===== config.mk =====
export PLATFORM = sky130hd
export DESIGN_NAME = mul_share_arbiter
export DESIGN_NICKNAME = d
export VERILOG_FILES = /design/src/rtl/mul_share_arbiter.sv
export SDC_FILE = /design/constraint.sdc
export NUM_CORES = 1
export LEC_CHECK = 0
export CORE_UTILIZATION = 45
export CTS_CLUSTER_DIAMETER = 150
export DETAILED_ROUTE_END_ITERATION = 8
export HOLD_SLACK_MARGIN = 0.06
export PLACE_DENSITY = 0.84
export SYNTH_ARGS = -nofsm -noshare
export SYNTH_HDL_FRONTEND = slang
export SYNTH_SLANG_ARGS = --single-unit

===== constraint.sdc =====
create_clock -name clk -period 3.1 [get_ports clk]
set_clock_uncertainty 0.05 [all_clocks]
set_input_delay 0.62 -clock clk [delete_from_list [all_inputs] [get_ports clk]]
set_output_delay 0.62 -clock clk [all_outputs]
set_load 0.01 [all_outputs]

===== src/rtl/mul_share_arbiter.sv =====
// mul_share_arbiter: round-robin front end that time-shares one sequential
// multiplier (operands + start strobe in, product + done flag out) among
// NUM_REQ requesters. One transaction is in flight at a time:
// IDLE (accept) -> ISSUE (start strobe) -> WAIT (done edge or timeout) -> RESP.
module mul_share_arbiter #(
    parameter int NUM_REQ        = 4,
    parameter int WIDTH          = 4,
    parameter int TIMEOUT_CYCLES = 32
) (
    input  logic                       clk,
    input  logic                       reset,
    input  logic [NUM_REQ-1:0]         req_valid,
    input  logic [NUM_REQ*WIDTH-1:0]   req_a,
    input  logic [NUM_REQ*WIDTH-1:0]   req_b,
    output logic [NUM_REQ-1:0]         req_ready,
    output logic [NUM_REQ-1:0]         rsp_valid,
    output logic [2*WIDTH-1:0]         rsp_data,
    output logic                       rsp_err,
    output logic                       busy,
    output logic [WIDTH-1:0]           mul_a,
    output logic [WIDTH-1:0]           mul_b,
    output logic                       mul_in_valid,
    input  logic [2*WIDTH-1:0]         mul_result,
    input  logic                       mul_done
);
    localparam int IW = $clog2(NUM_REQ);
    localparam int CW = $clog2(TIMEOUT_CYCLES + 1);
    localparam int PW = 2 * WIDTH;

    typedef enum logic [1:0] {
        S_IDLE,
        S_ISSUE,
        S_WAIT,
        S_RESP
    } state_t;

    state_t          state, state_nxt;
    logic [IW-1:0]   last_grant, cur_idx, win_idx;
    logic            win_found;
    logic [WIDTH-1:0] sel_a, sel_b;
    logic [CW-1:0]   cnt;
    logic            done_q, done_edge, timeout_hit;
    logic [PW-1:0]   res_q;
    logic            err_q;

    // A stale high level from the previous operation must not count as done.
    assign done_edge   = mul_done & ~done_q;
    assign timeout_hit = (cnt + CW'(1)) == CW'(TIMEOUT_CYCLES);

    // Round-robin pick: lowest requester above last_grant wins, else wrap to lowest overall.
    always_comb begin
        win_idx   = '0;
        win_found = 1'b0;
        for (int i = NUM_REQ - 1; i >= 0; i--) begin
            if (req_valid[i]) begin
                win_idx   = IW'(i);
                win_found = 1'b1;
            end
        end
        for (int i = NUM_REQ - 1; i >= 0; i--) begin
            if (req_valid[i] && (i > int'(last_grant))) begin
                win_idx = IW'(i);
            end
        end
    end

    // Operand mux for the current winner; only latched in the accept cycle.
    always_comb begin
        sel_a = '0;
        sel_b = '0;
        for (int i = 0; i < NUM_REQ; i++) begin
            if (win_idx == IW'(i)) begin
                sel_a = req_a[i*WIDTH +: WIDTH];
                sel_b = req_b[i*WIDTH +: WIDTH];
            end
        end
    end

    // Next-state logic for the single-transaction sequencer.
    always_comb begin
        state_nxt = state;
        case (state)
            S_IDLE:  if (win_found) state_nxt = S_ISSUE;
            S_ISSUE: state_nxt = S_WAIT;
            S_WAIT:  if (done_edge || timeout_hit) state_nxt = S_RESP;
            S_RESP:  state_nxt = S_IDLE;
            default: state_nxt = S_IDLE;
        endcase
    end

    // State register; reset drops any in-flight transaction without a response.
    always_ff @(posedge clk) begin
        if (reset) state <= S_IDLE;
        else       state <= state_nxt;
    end

    // Datapath: operand latch, owner tracking, timeout count, result capture.
    always_ff @(posedge clk) begin
        if (reset) begin
            last_grant <= IW'(NUM_REQ - 1);
            cur_idx    <= '0;
            mul_a      <= '0;
            mul_b      <= '0;
            cnt        <= '0;
            done_q     <= 1'b0;
            res_q      <= '0;
            err_q      <= 1'b0;
        end else begin
            done_q <= mul_done;
            case (state)
                S_IDLE: begin
                    if (win_found) begin
                        cur_idx <= win_idx;
                        mul_a   <= sel_a;
                        mul_b   <= sel_b;
                    end
                end
                S_ISSUE: cnt <= '0;
                S_WAIT: begin
                    if (done_edge) begin
                        res_q <= mul_result;
                        err_q <= 1'b0;
                    end else if (timeout_hit) begin
                        res_q <= '0;
                        err_q <= 1'b1;
                    end else begin
                        cnt <= cnt + CW'(1);
                    end
                end
                S_RESP: last_grant <= cur_idx;
                default: ;
            endcase
        end
    end

    // Accept and response strobes; reset masks the combinational accept.
    always_comb begin
        req_ready = '0;
        rsp_valid = '0;
        rsp_data  = '0;
        rsp_err   = 1'b0;
        if (state == S_IDLE && win_found && !reset) req_ready[win_idx] = 1'b1;
        if (state == S_RESP) begin
            rsp_valid[cur_idx] = 1'b1;
            rsp_data           = res_q;
            rsp_err            = err_q;
        end
    end

    assign busy         = (state != S_IDLE);
    assign mul_in_valid = (state == S_ISSUE);

endmodule


==> qor.txt, run 1 <==
status: finished clean
Syn-to-layout area delta: 58.8%
Clock Pin Slew Worst Setup and Hold Paths: 60 ps
Post-Syn Nets: 263
Max Clk Rate: 0.336 GHz
CORE AREA: 3470 um^2
chip width: 63.3 um
drc violations: 0
main area contributors after synthesis: dfxtp_1, nor3_1, a21oi_1
max-slew violation count: 0
final WL: 4.93 mm
Starting Density: 48.7%
min Tclk post-route: 2970 ps
vias in the first global route: 1885
Worst Tran Pin Value: 859 ps
# IOs: 74
global-route usage over all layers: 27.0%
Syn Std Cell Area: 1690 um^2
synth unique cells: 41
Longest Clk Path Bufs: 2
Final Core Density: 77.4%
CP endpoint kind: output port
Hold Buf Count CTS: 0
Detailed Place HPWL: 3.58 mm
fraction of layout cells with a size suffix above 1: 11.3%
chip height: 63.3 um
Power, Total: 1.62 mW
Fin Setup TNS: 0 ps
Synth async-reset ratio: 0%
first-pass GRT wire length: 8.60 mm
Hold Path Class: reg -> reg
syn avg cell area: 8.05 um^2
critical path, cell by cell: clkdlybuf4s50_1, nor2b_1, o21a_1, or3_1, nor3_1, dlygate4sd2_1
worst skew pair latency: 290 ps
most frequent cells after synthesis: dfxtp_1, nor2_1, nor3_1
PortBufs: 73
worst-path fanout max: 3
remaining global-route overflow: 0
crit-path max cell delay: 430 ps
max-cap viol count: 0
Area after DPL: 2580 um^2
Post-synth EDFFs: 0
RSZ-0062 raised after global routing: no
Ant. Diodes: 0
CTS buffer count: 5
CP Buf/Inv Count: 2
Cells after Synth: 210
Hold Vio Cnt, Final: 0
Slowest cell on crit path: clkdlybuf4s50_1
num rows: 21
Final Setup Violations: 0
P_leak: 1.04 nW
WS Path Type: in -> out
worst vdd ir: 0.494 mV
H-tree levels: 2
sequential area share after synthesis: 35.5%
design area: 2690 um^2
Vias/cell: 5.45
Tcrit/Tclk final: 95.9%
Primary FF master, synth: dfxtp_1
Critical Path Start Type: input pin
DR iter-0 viols: 86
Post-CTS Setup Inserts: 0
Yosys reg bits: 30
Top delay family on crit path: simple AND/OR/NAND/NOR gates
CTS Root Buffer Type: clkbuf_8
share of the synthesized area in the top cell type: 35.5%
Syn. warnings: 0
CTS tree: done
Antenna Violating Nets Remaining: 0
net count reported at finish: 353
via count: 1890
routed len/inst: 14.2 um
RD Place Congestion: 0.867
Arr. time, crit path: 2300 ps
initial antenna violation count: 0
clk sinks: 30
Yosys top cell by area: dfxtp_1
Worst Path Required: 2430 ps
DR pass1 iterations: 5
die area: 4010 um^2
Slew HR: 42.3%
Pwr Density: 605 nW/um^2
largest net degree at the start of global routing: 20
top-count cell post-synth: dfxtp_1
[state kept, by name, summed over array words and instances, names as in the netlist]
| signal | count |
|---|---|
| mul_b | 4 |
| last_grant | 2 |
| res_q | 8 |
| cnt | 6 |
| err_q | 1 |
| state | 2 |
| mul_a | 4 |
| cur_idx | 2 |
| done_q | 1 |
[worst paths after layout]
| kind | startpoint | cells after the start | endpoint | slack (ps) |
|---|---|---|---|---|
| worst max-delay path | req_valid[3] | 6 | req_ready[0] | 130 |
| worst min-delay path | res_q[3] | 1 | res_q[3] | 420 |
| worst max register to register | state[0] | 5 | res_q[0] | 940 |
| worst min register to register | res_q[3] | 1 | res_q[3] | 420 |
[where the power goes]
group          total [mW]  switching [mW]  leakage, nW  internal (mW)
clock network       0.334           0.156       0.0472          0.178
logic               0.766           0.390        0.747          0.375
registers           0.525          0.0567        0.245          0.468
total                1.62           0.603         1.04           1.02
[metal layers]
layer	global-route usage, %	vias up	wire, um
met2	44.2	76	2230
met3	5.07	10	314
met4	11.6	0	126
met1	34.4	856	2250
met5	0	-	0
li1	-	948	-
[cell families (layout without fill, tap and decap cells)]
logic type               count (synthesis)  count (layout)  share of synthesized area [%]
AO/OA/AOI/OAI                           57              57                           25.6
buffers and inverters                   23             114                           5.18
AND/OR/NAND/NOR                         93              93                           28.6
multiplexers                             1               1                          0.592
adder cells (fa/ha/maj)                  6               6                           4.44
flip-flops                              30              30                           35.5
[final cells by class]
class / instances / area (um^2)
timing repair buffer: 91 / 868
multi-input combinational: 157 / 1010
inverter: 15 / 56.3
fill: 265 / 783
clock buffer: 6 / 82.6
tap: 46 / 57.6
sequential: 30 / 601
clock inverter: 2 / 12.5
[worst register-to-register path, stage by stage (launching register included)]
cell     delay [ps]
dfxtp_1         340
inv_1           120
ha_1            450
inv_1           180
nor3_1          740
a22o_1          230
[repair_timing]
| item | in CTS | in global routing |
|---|---|---|
| endpoints found under the setup margin | 3 | 2 |
| pin swaps | 0 | 1 |
| gates resized for setup | 3 | 3 |
[metrics by stage]
step	setup WS [ps]	std cells	hold WS, ps
after floorplan	608	210	391
after global placement	-221	339	402
after detailed placement	-271	339	405
after CTS	11.0	347	426
after global routing	73.8	347	457
final	127	347	421
[cell usage in the layout, fill, tap and decap left out, types with 2 or more instances in the layout]
master and instances:
a21oi_1 18, a22o_1 8, a31oi_1 2, and2_1 10
and3_1 2, buf_4 18, clkbuf_8 6, clkdlybuf4s50_1 69
dfxtp_1 30, dlygate4sd2_1 2, dlymetal6s2s_1 2, ha_1 6
inv_1 15, nand2_1 16, nand2b_1 6, nand4_1 2
nor2_1 20, nor2b_1 4, nor3_1 20, nor4_1 2
o2111ai_1 2, o211ai_1 4, o21ai_0 2, o221ai_1 9
or3_1 2, or3b_2 2
Note: power is estimated with default switching activity, not from simulation.
==> run 2: changes to the inputs <==
--- a/config.mk
+++ b/config.mk
@@ -9,7 +9,7 @@
 export CTS_CLUSTER_DIAMETER = 150
 export DETAILED_ROUTE_END_ITERATION = 8
 export HOLD_SLACK_MARGIN = 0.06
-export PLACE_DENSITY = 0.84
+export PLACE_DENSITY = 0.92
 export SYNTH_ARGS = -nofsm -noshare
 export SYNTH_HDL_FRONTEND = slang
 export SYNTH_SLANG_ARGS = --single-unit
==> run 2 against run 1 <==
Critical path depth rose by 1. Sequential power rose by 1%. Wire length rose by 3.5%. Combinational power fell by 0.5%. Via count rose by 3.5%. Clock power barely moved. Critical endpoint is now req_ready[3]. Die area did not move. Largest cell class unchanged.
==> qor.txt, run 2 (synthesis gave the netlist of run 1 again) <==
most frequent cells in the layout: clkdlybuf4s50_1, dfxtp_1, nor2_1, nor3_1, a21oi_1
Max Clk Rate: 0.333 GHz
Post-CTS Setup Inserts: 0
Detailed Place HPWL: 3.91 mm
status: finished clean
Biggest register: res_q
worst vdd ir: 0.442 mV
max-cap viol count: 0
Syn-to-layout area delta: 57.4%
hold slack: 424 ps
drc violations: 0
global-route usage over all layers: 27.5%
CP endpoint kind: output port
initial antenna violation count: 0
WS Path Type: in -> out
RSZ-0062 raised after global routing: no
RD Place Congestion: 0.862
Arr. time, crit path: 2330 ps
Longest Clk Path Bufs: 2
Hold Path Class: reg -> reg
Critical Path Start Type: input pin
net count reported at finish: 351
worst-path fanout max: 3
chip height: 63.3 um
Cells after DPL: 337
Hold Vio Cnt, Final: 0
die area: 4010 um^2
Antenna Violating Nets Remaining: 0
Pwr Density: 611 nW/um^2
largest registers: res_q x8, cnt x6
largest net degree at the start of global routing: 17
remaining global-route overflow: 0
via count: 1957
P_leak: 1.01 nW
fraction of layout cells with a size suffix above 1: 10.7%
CORE AREA: 3470 um^2
Final Setup Violations: 0
Starting Density: 48.7%
final WL: 5.10 mm
CTS tree: done
Area after DPL: 2570 um^2
DR iter-0 viols: 151
CTS buffer count: 5
min Tclk post-route: 3000 ps
max reg flops: 8
first-pass GRT wire length: 8.70 mm
design area: 2660 um^2
commonest non-fill, non-tap cell in the layout: clkdlybuf4s50_1
clk sinks: 30
register area: 601 um^2
CTS Root Buffer Type: clkbuf_8
# IOs: 74
Final Instance Count excl. Fillers: 345
vias in the first global route: 1983
Worst Tran Pin Value: 919 ps
area of the multi-input gates: 1000 um^2
Hold Buf Count CTS: 0
Clock Pin Slew Worst Setup and Hold Paths: 70 ps
DR pass1 iterations: 4
PortBufs: 73
num rows: 21
routed len/inst: 14.8 um
Ant. Diodes: 0
Power, Total: 1.63 mW
max-slew violation count: 0
Worst Path Required: 2430 ps
H-tree levels: 2
Slew HR: 38.3%
worst skew pair latency: 280 ps
fill cell count: 252
chip width: 63.3 um
Vias/cell: 5.67
Tcrit/Tclk final: 96.9%
-- run 2: changes by cell type in the layout (fill, tap and decap cells not counted) --
cell / delta
buf_4: -2
nor3b_2: -1
nand2_2: +1
dlygate4sd2_1: +2
nand2_1: -1
nor3b_1: +1
dlymetal6s2s_1: -2
-- run 2: per-layer routing --
metal / global-route usage (%) / vias to the layer above / share of wire (%)
met4: 14.2 / 0 / 3.3
met5: 0 / - / 0
li1: - / 938 / -
met3: 6.16 / 16 / 5.1
met1: 31.8 / 929 / 43
met2: 47.2 / 74 / 48
-- run 2: power breakdown --
group | leakage [nW] | total, mW | internal, mW | switching, mW
clock network | 0.0472 | 0.333 | 0.178 | 0.155
registers | 0.245 | 0.530 | 0.468 | 0.0620
logic | 0.716 | 0.762 | 0.369 | 0.393
-- run 2: per-stage QoR --
step	TNS (ps)	worst slack, ps	util, %
6_report	0	95.9	76.7
5_1_grt	0	29.9	76.7
4_1_cts	0	24.0	76.7
3_5_place_dp	-737	-306	74.0
3_3_place_gp	-556	-285	74.0
2_1_floorplan	0	608	-
-- run 2: area by class of cell --
class | instances | area share, %
clock inverter | 2 | 0.470
timing repair buffer | 89 | 31.8
multi-input combinational | 157 | 37.8
clock buffer | 6 | 3.10
inverter | 15 | 2.12
tap | 46 | 2.16
sequential | 30 | 22.6
-- run 2: critical path: stages --
cell and delay (ps):
clkdlybuf4s50_1 420, buf_4 150, o21ai_1 180, buf_4 160, o211ai_1 130, nor2_1 130, clkdlybuf4s50_1 560
-- run 2: repair_timing --
item / 4_1_cts / 5_1_grt
pin swaps: 1 / 0
gates resized for setup: 5 / 1
endpoints found under the setup margin: 3 / 1
-- run 2: worst paths after layout --
kind	start	endpoint	slack, ps	depth (start not counted)
worst min register to register	res_q[2]	res_q[2]	420	1
worst max-delay path	req_valid[0]	req_ready[3]	100	7
worst max register to register	state[0]	res_q[7]	880	5
worst min-delay path	res_q[2]	res_q[2]	420	1
==> run 3: changes to the inputs <==
==> constraint.sdc (replaced) <==
create_clock -name clk -period 3.1 [get_ports clk]
set_clock_uncertainty 0.05 [all_clocks]
set_input_delay 0.62 -clock clk [delete_from_list [all_inputs] [get_ports clk]]
set_output_delay 0.62 -clock clk [all_outputs]
set_load 0.02 [all_outputs]
==> run 3 against run 2 <==
Sequential power shrank 0.8%. First-iteration DRC count shrank 15%. Clock-buffer cell count is the same. Global-route usage grew 0.24 points. Clock power is essentially flat. Worst hold slack lost 3.4 ps. Critical path depth shrank 1. Highest routed layer unchanged. Flip-flop and latch count is the same. Non-clock buffer count is the same. Wire length grew 2.4%. Register-to-register slack gained 40 ps. Largest power group unchanged. Utilization grew 0.14 points.
==> qor.txt, run 3 (synthesis gave the netlist of run 1 again) <==
status: finished clean
Hold Vio Cnt, Final: 0
via count: 1955
wire length on met1: 2.28 mm
chip width: 63.3 um
max reg flops: 8
Longest Clk Path Bufs: 2
CP endpoint kind: output port
Power, Total: 1.69 mW
Max Clk Rate: 0.332 GHz
drc violations: 0
Area after DPL: 2570 um^2
max-slew violation count: 0
worst vdd ir: 0.426 mV
num rows: 21
CTS tree: done
Post-CTS Setup Inserts: 0
Clock Pin Slew Worst Setup and Hold Paths: 60 ps
hold slack: 420 ps
DR WL met3: 244 um
Starting Density: 48.7%
P_leak: 1.00 nW
Arr. time, crit path: 2340 ps
global-route usage over all layers: 27.8%
clk sinks: 30
top layer in use: met4
CTS Root Buffer Type: clkbuf_8
Ant. Diodes: 0
WS Path Type: in -> out
Biggest register: res_q
Worst Tran Pin Value: 869 ps
routed len/inst: 15.1 um
# IOs: 74
Tcrit/Tclk final: 97.0%
Pwr Density: 634 nW/um^2
Slew HR: 41.6%
design area: 2670 um^2
Worst Path Required: 2430 ps
commonest non-fill, non-tap cell in the layout: clkdlybuf4s50_1
worst skew pair latency: 290 ps
chip height: 63.3 um
Hold Path Class: reg -> reg
RD Place Congestion: 0.859
CORE AREA: 3470 um^2
H-tree levels: 2
Hold Buf Count CTS: 0
die area: 4010 um^2
Vias/cell: 5.67
first-pass GRT wire length: 8.72 mm
Detailed Place HPWL: 3.84 mm
max-cap viol count: 0
worst-path fanout max: 3
CTS buffer count: 5
PortBufs: 73
fraction of layout cells with a size suffix above 1: 11.4%
final WL: 5.22 mm
RSZ-0062 raised after global routing: no
DR pass1 iterations: 5
initial antenna violation count: 0
DR iter-0 viols: 128
Syn-to-layout area delta: 57.7%
Final Setup Violations: 0
DR WL met2: 2.56 mm
largest registers: res_q x8, cnt x6
remaining global-route overflow: 0
net count reported at finish: 351
min Tclk post-route: 3010 ps
Antenna Violating Nets Remaining: 0
largest net degree at the start of global routing: 17
Critical Path Start Type: input pin
most frequent cells in the layout: clkdlybuf4s50_1, dfxtp_1, nor2_1, nor3_1, a21oi_1
vias in the first global route: 1895
-- run 3: cell types whose count changed in the layout (fill, tap and decap cells not counted), sizes merged --
cell / change
clkdlybuf4s50: -1
dlygate4sd2: -2
clkdlybuf4s15: +3
-- run 3: through the flow --
step	setup TNS, ps	std cells	util [%]	setup slack, ps
6_report	0	345	76.8	91.5
5_1_grt	0	345	76.8	19.9
4_1_cts	0	345	76.8	101
3_5_place_dp	-933	337	74.0	-401
3_3_place_gp	-747	337	74.0	-350
2_1_floorplan	0	210	-	407
-- run 3: cell type report --
class | instances | area [um^2]
multi-input combinational | 157 | 1000
timing repair buffer | 89 | 851
fill | 262 | 803
sequential | 30 | 601
clock buffer | 6 | 82.6
tap | 46 | 57.6
inverter | 15 | 56.3
clock inverter | 2 | 12.5
-- run 3: worst paths after layout --
kind	from	slack [ps]	end	cells after the start
max reg2reg	state[0]	920	res_q[0]	5
min reg2reg	res_q[4]	420	res_q[4]	1
min	res_q[4]	420	res_q[4]	1
max	req_valid[3]	90	req_ready[0]	6
-- run 3: critical path: stages --
cell and delay (ps):
clkdlybuf4s50_1 430, nor2b_1 160, o21a_1 210, or3_1 440, nor3_1 190, clkdlybuf4s15_2 280
-- run 3: where the power goes --
group / internal [mW] / switching, mW
Combinational: 0.371 / 0.456
Clock: 0.178 / 0.157
Sequential: 0.468 / 0.0580
Total: 1.02 / 0.671
-- run 3: routing by layer --
layer | vias up | track usage [%]
met5 | - | 0
met4 | 0 | 13.1
met3 | 13 | 4.89
met2 | 72 | 48.3
met1 | 926 | 32.9
li1 | 944 | -
-- run 3: what timing repair did --
item                       CTS  global route
pin swaps                    0             0
gates cloned                 0             0
setup endpoints to repair    4             1
gates resized for setup     12             1
